## src/rtl/reflet_gpio_regs.sv

```systemverilog
// GPIO register window: synchronized inputs, output port with set/clear/toggle
// aliases, and a sticky write-one-to-clear rising-edge capture register.
module reflet_gpio_regs #(
    parameter int wordsize       = 16,
    parameter int base_addr_size = 8,
    parameter int base_addr      = 0
) (
    input  logic                      clk,
    input  logic                      reset,
    input  logic                      enable,
    input  logic [base_addr_size-1:0] addr,
    input  logic                      write_en,
    input  logic [wordsize-1:0]       data_in,
    output logic [wordsize-1:0]       data_out,
    input  logic [wordsize-1:0]       gpi,
    output logic [wordsize-1:0]       gpo
);

    // One extra bit so the window end (base_addr+5) never wraps past the address width.
    localparam int              AW   = base_addr_size + 1;
    localparam logic [AW-1:0]   BASE = AW'(base_addr);

    localparam logic [2:0] OFF_GPI  = 3'd0;
    localparam logic [2:0] OFF_GPO  = 3'd1;
    localparam logic [2:0] OFF_SET  = 3'd2;
    localparam logic [2:0] OFF_CLR  = 3'd3;
    localparam logic [2:0] OFF_TGL  = 3'd4;
    localparam logic [2:0] OFF_RISE = 3'd5;

    logic [AW-1:0]       addr_ext;
    logic [AW-1:0]       offset;
    logic                hit;
    logic [2:0]          reg_sel;
    logic                wr;
    logic [wordsize-1:0] gpi_p0;
    logic [wordsize-1:0] gpi_p1;
    logic [wordsize-1:0] gpi_p2;
    logic [wordsize-1:0] rise_now;
    logic [wordsize-1:0] rise_clr;
    logic [wordsize-1:0] rise_reg;

    function automatic logic [wordsize-1:0] next_gpo(
        input logic [2:0]          sel,
        input logic [wordsize-1:0] cur,
        input logic [wordsize-1:0] din
    );
        case (sel)
            OFF_GPO: return din;
            OFF_SET: return cur | din;
            OFF_CLR: return cur & ~din;
            OFF_TGL: return cur ^ din;
            default: return cur;
        endcase
    endfunction

    assign addr_ext = {1'b0, addr};
    assign offset   = addr_ext - BASE;
    assign hit      = (addr_ext >= BASE) && (offset <= AW'(5));
    assign reg_sel  = offset[2:0];
    assign wr       = enable && write_en && hit;

    assign rise_now = gpi_p1 & ~gpi_p2;
    assign rise_clr = (wr && reg_sel == OFF_RISE) ? data_in : '0;

    always_ff @(posedge clk or negedge reset) begin
        if (!reset) begin
            gpi_p0   <= '0;
            gpi_p1   <= '0;
            gpi_p2   <= '0;
            rise_reg <= '0;
            gpo      <= '0;
        end else begin
            // stage p0/p1: two-flop synchronizer; p2: previous value for edge detect
            gpi_p0   <= gpi;
            gpi_p1   <= gpi_p0;
            gpi_p2   <= gpi_p1;
            // a fresh edge overrides a same-cycle W1C of that bit
            rise_reg <= (rise_reg & ~rise_clr) | rise_now;
            if (wr) begin
                gpo <= next_gpo(reg_sel, gpo, data_in);
            end
        end
    end

    always_comb begin
        data_out = '0;
        if (enable && hit) begin
            case (reg_sel)
                OFF_GPI:  data_out = gpi_p1;
                OFF_GPO:  data_out = gpo;
                OFF_RISE: data_out = rise_reg;
                default:  data_out = '0;
            endcase
        end
    end

endmodule

```

## config.mk

```make
export PLATFORM = sky130hd
export DESIGN_NAME = reflet_gpio_regs
export DESIGN_NICKNAME = d
export VERILOG_FILES = /design/src/rtl/reflet_gpio_regs.sv
export SDC_FILE = /design/constraint.sdc
export NUM_CORES = 1
export LEC_CHECK = 0
export BUFFER_PORTS_ARGS = -buffer_cell sky130_fd_sc_hd__clkbuf_2
export CORE_ASPECT_RATIO = 0.8
export CORE_UTILIZATION = 33
export DETAILED_ROUTE_END_ITERATION = 8
export HOLD_SLACK_MARGIN = 0.08
export PLACE_DENSITY_LB_ADDON = 0.2
export SLEW_MARGIN = 5
export SYNTH_ARGS = -nofsm -noshare
export SYNTH_HDL_FRONTEND = slang
export SYNTH_SLANG_ARGS = --single-unit
```

## constraint.sdc

```tcl
create_clock -name clk -period 1.55 [get_ports clk]
set_input_delay 0 -clock clk [delete_from_list [all_inputs] [get_ports clk]]
set_output_delay 0 -clock clk [all_outputs]
set_load 0.01 [all_outputs]
```

==> results of run 1 <==
## kinds of logic (layout without fill, tap and decap cells)
| kind of cell | Yosys count | after routing | synth area share |
|---|---|---|---|
| compound gates | 112 | 112 | 0.216 |
| simple gates | 86 | 86 | 0.0946 |
| flops | 80 | 80 | 0.513 |
| buf+inv | 72 | 191 | 0.0741 |
| fa+ha+maj | 32 | 32 | 0.103 |
## cells in the mapped netlist (all sizes together) (8+ instances only)
cell type,n,area (um2)
clkbuf,15,56.3
a22o,16,140
buf,8,48.8
dfrtp,80,2000
o21ai,30,150
a22oi,16,120
o31ai,9,103
ha,32,400
o22ai,9,56.3
nand2,51,191
inv,49,184
nor2,26,97.6
a2bb2oi,16,140
## power by group through the flow
| stage | combinational (uW) | sequential [uW] | clock (uW) |
|---|---|---|---|
| detailed placement | 617 | 2300 | 0 |
| finish | 673 | 2260 | 2140 |
| CTS | 682 | 2260 | 2200 |
| floorplan | 337 | 2300 | 0 |
| global placement | 592 | 2300 | 0 |
| global route | 761 | 2280 | 2290 |
## repair_timing
item	in CTS	in global routing
hold buffers	33	0
setup endpoints to repair	0	14
endpoints found under the hold margin	123	0
gates resized for setup	0	1
## tightest hold or removal path, cell delays in order
cell,delay (ns)
dlygate4sd3_1,0.52
buf_4,0.11
buf_12,0.33
## through the flow
stage	cell area (um2)	util	instances	power (uW)	TNS, ns
2_1_floorplan	3900	-	382	2630	0
3_3_place_gp	4530	0.394	600	2890	-0.00383
6_report	5170	0.449	649	5080	0
5_1_grt	5170	0.449	649	5330	0
3_5_place_dp	4530	0.394	600	2920	0
4_1_cts	5160	0.448	649	5140	0
## layer usage
metal | track usage | vias to the layer above | wire (um)
met3 | 0.0384 | 13 | 410
li1 | - | 1542 | -
met1 | 0.234 | 1568 | 4690
met4 | 0.0575 | 0 | 151
met5 | 0 | - | 0
met2 | 0.275 | 78 | 4530
## path summary, 6_finish.rpt
kind	to	start	slack [ns]	cells past startpoint
setup / recovery	data_out[2]	addr[6]	0.07	6
hold / removal	gpi_p2[4]	reset	0.22	3
setup reg to reg	gpo[10]	gpo[10]	0.21	5
hold reg to reg	gpi_p1[4]	gpi_p0[4]	0.34	0
max in group asynchronous	gpi_p0[1]	reset	0.96	3
min in group clk	gpo[12]	addr[0]	0.26	4
## cells in the final DEF, fill, tap and decap left out, drive strengths merged
master,n
or3,1
a2bb2oi,16
a2111o,1
nor4,1
nand2,51
clkinv,2
a22oi,16
o211ai,7
a22o,16
o21ai,30
or4b,1
o22ai,9
dlygate4sd3,33
nor2,26
bufinv,1
o221ai,7
nor2b,1
dfrtp,80
nand2b,2
or3b,1
buf,19
clkbuf,87
o21bai,1
ha,32
or2,1
nand3,1
o31ai,9
inv,49
## cell type report
class | count | area share
tap | 148 | 0.0358
sequential | 80 | 0.387
clock inverter | 3 | 0.00775
timing repair buffer | 126 | 0.170
inverter | 49 | 0.0356
multi-input combinational | 230 | 0.313
clock buffer | 13 | 0.0504
==> results.txt, run 1 <==
Crit path max-delay family - simple AND/OR/NAND/NOR gates
Achievable Freq - 0.674 GHz
number of global-route vias before repair - 3306
#FFs+latches synth - 80
WHS - 0.215 ns
CP Class - in -> out
CP max stage delay - 0.56 ns
minimum clock period - 1.48 ns
Root Buffer - clkbuf_16
Port Buf Inserts - 75
Detail Placement HPWL - 6820 um
net count after synthesis - 458
first-pass GRT wire length - 16300 um
Sw Pwr - 1240 uW
Die Span Y - 99.3 um
layout cell share with drive strength beyond 1 - 0.236
routed len/inst - 15.1 um
CORE AREA - 11500 um2
CTS tree - yes
CP cell instances - clkbuf_2 > or4b_4 > or3_4 > buf_4 > nor2_1 > clkbuf_2
multi-input logic area - 1620 um2
Slew headroom - 0.703
crit share post-route - 0.957
Unique masters post-synth - 28
register area - 2000 um2
# Max-Cap Violations - 0
Die W - 124 um
1st-iter DRT viols - 182
remaining antenna violation count - 0
synth warn - 0
Setup violations, final - 0
syn avg cell area - 10.2 um2
number of vias per cell - 4.93
Worst path slowest cell - or4b_4
Switching Fraction - 0.245
DP Worst Slack - 0.00322 ns
Max VDD drop - 647 uV
RSZ-0062 raised after global routing - no
Flop pwr share - 0.446
Fin Clk Skew - 0.00469 ns
Tightest Pin Transition - 0.446 ns
GR Overflow Total - 0
DRT Wirelength - 9780 um
Worst-Skew Late Latency - 0.33 ns
element type at the critical path end - output port
PwrDens - 982 nW/um2
internal power - 3830 uW
top_reg_cell synth - dfrtp_1
n_diodes - 0
Nets - 572
Reg clk slew, reported paths - 0.05 ns
worst-path fanout max - 6
GPL Wtd Cong - 0.751
clk sinks - 80
CTS HTree Levels - 3
Final Hold Fails - 0
most frequent CP cell - clkbuf_2
Clock power frac - 0.421
Hold Path Class - in -> async
Synth async-reset ratio - 1.00
CTS buffer count - 9
antenna violations before repair - 0
Gate power share - 0.133
Slew Limit Fails - 0
Post-CTS Setup Inserts - 0
Initial Util - 0.339
row cnt - 35
Post-synth EDFFs - 0
Ports - 76
Synth Instances - 382
critical path data required time - 1.55 ns
pin count of the biggest net entering global routing - 81
Area Overhead vs Synth - 32.4%
clock tree buffer depth - 2
setup ws final - 0.0660 ns
die area - 12300 um2
DRC violations left - 0
DRT Pass-1 Iters - 4
mapped cell area - 3900 um2
outcome - completed
reported leakage power - 0.00253 uW
Seq/Total Area, Yosys - 0.513
global-route usage over all layers - 0.174
startpoint types - primary input
WP buf/inv - 3
worst endpoint data arrival time - 1.48 ns
DR vias - 3201
number of fill cells - 1126
No activity file was read; power rests on OpenSTA's default activity.
==> run 2: changes to the inputs <==
--- a/config.mk
+++ b/config.mk
@@ -5,6 +5,7 @@
 export SDC_FILE = /design/constraint.sdc
 export NUM_CORES = 1
 export LEC_CHECK = 0
+export ABC_AREA = 1
 export BUFFER_PORTS_ARGS = -buffer_cell sky130_fd_sc_hd__clkbuf_2
 export CORE_ASPECT_RATIO = 0.8
 export CORE_UTILIZATION = 33
==> run 2 against run 1 <==
  * Critical path depth grew 1
  * Sequential power is essentially flat
  * Combinational power shrank 3.3%
  * Flip-flop and latch count is the same
  * Total power shrank 0.34%
  * Non-clock buffer count grew 2
  * Via count grew 21%
  * Critical path type unchanged
  * Highest routed layer unchanged
==> results.txt, run 2 <==
outcome - completed
Reg clk slew, reported paths - 0.07 ns
worst-path fanout max - 16
Setup violations, final - 0
startpoint types - primary input
first-pass GRT wire length - 19400 um
adder-cell share of the synthesized area - 0.0910
internal power - 3700 uW
die area - 13800 um2
most frequent cells in the layout - nand2_1 (182), inv_1 (100), dfrtp_1 (80), clkbuf_2 (74), nand3_1 (65)
Post-synth EDFFs - 0
Unique masters post-synth - 22
mapped cell area - 4400 um2
CP Class - in -> out
syn avg cell area - 7.94 um2
Synth top area share - 0.455
Tightest Pin Transition - 0.497 ns
CTS tree - yes
routed len/inst - 13.9 um
pin count of the biggest net entering global routing - 40
GR Overflow Total - 0
Slew headroom - 0.669
largest cells by area after synthesis - dfrtp_1 (46%), nand2_1 (16%), ha_1 (9.1%)
row cnt - 37
net count after synthesis - 630
number of fill cells - 1299
top_reg_cell synth - dfrtp_1
Die W - 131 um
Synth Area in Compound Gates - 0.0239
CTS HTree Levels - 3
Synth area leader - dfrtp_1
synth warn - 0
commonest non-fill, non-tap cell in the layout - nand2_1
RSZ-0062 raised after global routing - no
Final Hold Fails - 0
DR vias - 3859
DRT Wirelength - 11800 um
Achievable Freq - 0.754 GHz
clock tree buffer depth - 2
Final Non-Filler Cells - 847
Seq/Total Area, Yosys - 0.455
Worst-Skew Late Latency - 0.34 ns
Detail Placement HPWL - 8300 um
reported leakage power - 0.00301 uW
Synth Instances - 554
CORE AREA - 12900 um2
register area - 2000 um2
n_diodes - 0
Port Buf Inserts - 75
PostCTS Resize Cnt - 0
Max VDD drop - 616 uV
crit share post-route - 0.855
remaining antenna violation count - 0
PwrDens - 893 nW/um2
Die Span Y - 105 um
global-route usage over all layers - 0.185
multi-input logic area - 1870 um2
GPL Wtd Cong - 0.791
DRT Pass-1 Iters - 4
Initial Util - 0.341
DP Cell Count - 798
antenna violations before repair - 0
# Max-Cap Violations - 0
Synth async-reset ratio - 1.00
reg2reg setup slack - 0.26 ns
Switching Fraction - 0.268
Fin Clk Skew - 0.00979 ns
worst endpoint data arrival time - 1.33 ns
1st-iter DRT viols - 247
Synth Area in XOR/XNOR - 0
Synth Area in Simple Gates - 0.310
Setup TNS Final - 0 ns
DRC violations left - 0
layout cell share with drive strength beyond 1 - 0.189
largest family of logic cells by synthesized area - simple AND/OR/NAND/NOR gates
multiplexer area fraction after synthesis - 0
Hold Path Class - in -> async
#FFs+latches synth - 80
CTS buffer count - 9
minimum clock period - 1.33 ns
number of global-route vias before repair - 3757
Slew Limit Fails - 0
number of vias per cell - 4.56
Ports - 76
Flop pwr share - 0.447
critical path data required time - 1.55 ns
element type at the critical path end - output port
clk sinks - 80
Nets - 743
Commonest cells post-synth - nand2_1 (182), inv_1 (100), dfrtp_1 (80)
most frequent cell after synthesis - nand2_1
Sw Pwr - 1360 uW
Clock power frac - 0.425
Gate power share - 0.129
Root Buffer - clkbuf_16
Area Overhead vs Synth - 28.8%
[run 2: through the flow]
| stage | instance area [um2] | setup slack, ns | hold slack [ns] | util | power, uW |
|---|---|---|---|---|---|
| 6_report | 5670 | 0.224 | 0.113 | 0.439 | 5060 |
| 2_1_floorplan | 4400 | 0.395 | -0.296 | - | 2610 |
| 5_1_grt | 5670 | 0.0723 | 0.152 | 0.439 | 5310 |
| 3_5_place_dp | 5030 | 0.202 | -0.0586 | 0.390 | 2890 |
| 4_1_cts | 5670 | 0.197 | 0.112 | 0.439 | 5150 |
| 3_3_place_gp | 5030 | 0.225 | -0.0638 | 0.390 | 2880 |
[run 2: final cells by class]
cell class | count | area share
Clock buffer | 9 | 0.0397
Clock inverter | 7 | 0.0137
Inverter | 104 | 0.0689
Multi-Input combinational cell | 344 | 0.330
Sequential cell | 80 | 0.353
Tap cell | 175 | 0.0386
Timing Repair Buffer | 128 | 0.156
[run 2: cells by family (layout without fill, tap and decap cells)]
family / Yosys count / count (layout)
AOI/OAI and AO/OA: 17 / 17
adders and majority gates: 32 / 32
DFF: 80 / 80
buffers and inverters: 130 / 248
and+or+nand+nor: 295 / 295
[run 2: metal layers]
layer,track usage,vias to the layer above,wire (um)
met4,0.0517,0,81
met2,0.292,98,5570
met1,0.256,1798,5500
met5,0,-,0
li1,-,1958,-
met3,0.0355,5,655
[run 2: path summary, 6_finish.rpt]
| kind | from | cells after the start | endpoint |
|---|---|---|---|
| min | reset | 2 | rise_reg[3] |
| max | addr[1] | 7 | data_out[10] |
| min reg2reg | gpi_p0[10] | 0 | gpi_p1[10] |
| max in group asynchronous | reset | 3 | gpo[6] |
| min in group clk | enable | 7 | gpo[14] |
| max reg2reg | gpo[1] | 8 | gpo[1] |
[run 2: what timing repair did]
| action | CTS | global route |
|---|---|---|
| hold endpoints to repair | 124 | 0 |
| setup endpoints to repair | 0 | 0 |
| hold buffers | 33 | 0 |
| setup buffers | 0 | 0 |
[run 2: critical path: stages]
cell,delay (ns)
clkbuf_2,0.18
nand2_1,0.13
nand2_2,0.10
nor2_8,0.16
nand2_2,0.25
a31oi_1,0.31
clkbuf_2,0.18
[run 2: power groups by stage]
stage               Sequential (uW)  Combinational (uW)  Clock [uW]
global placement               2300                 586           0
global route                   2270                 746        2300
detailed placement             2300                 592           0
CTS                            2260                 659        2230
floorplan                      2280                 324           0
finish                         2260                 651        2150
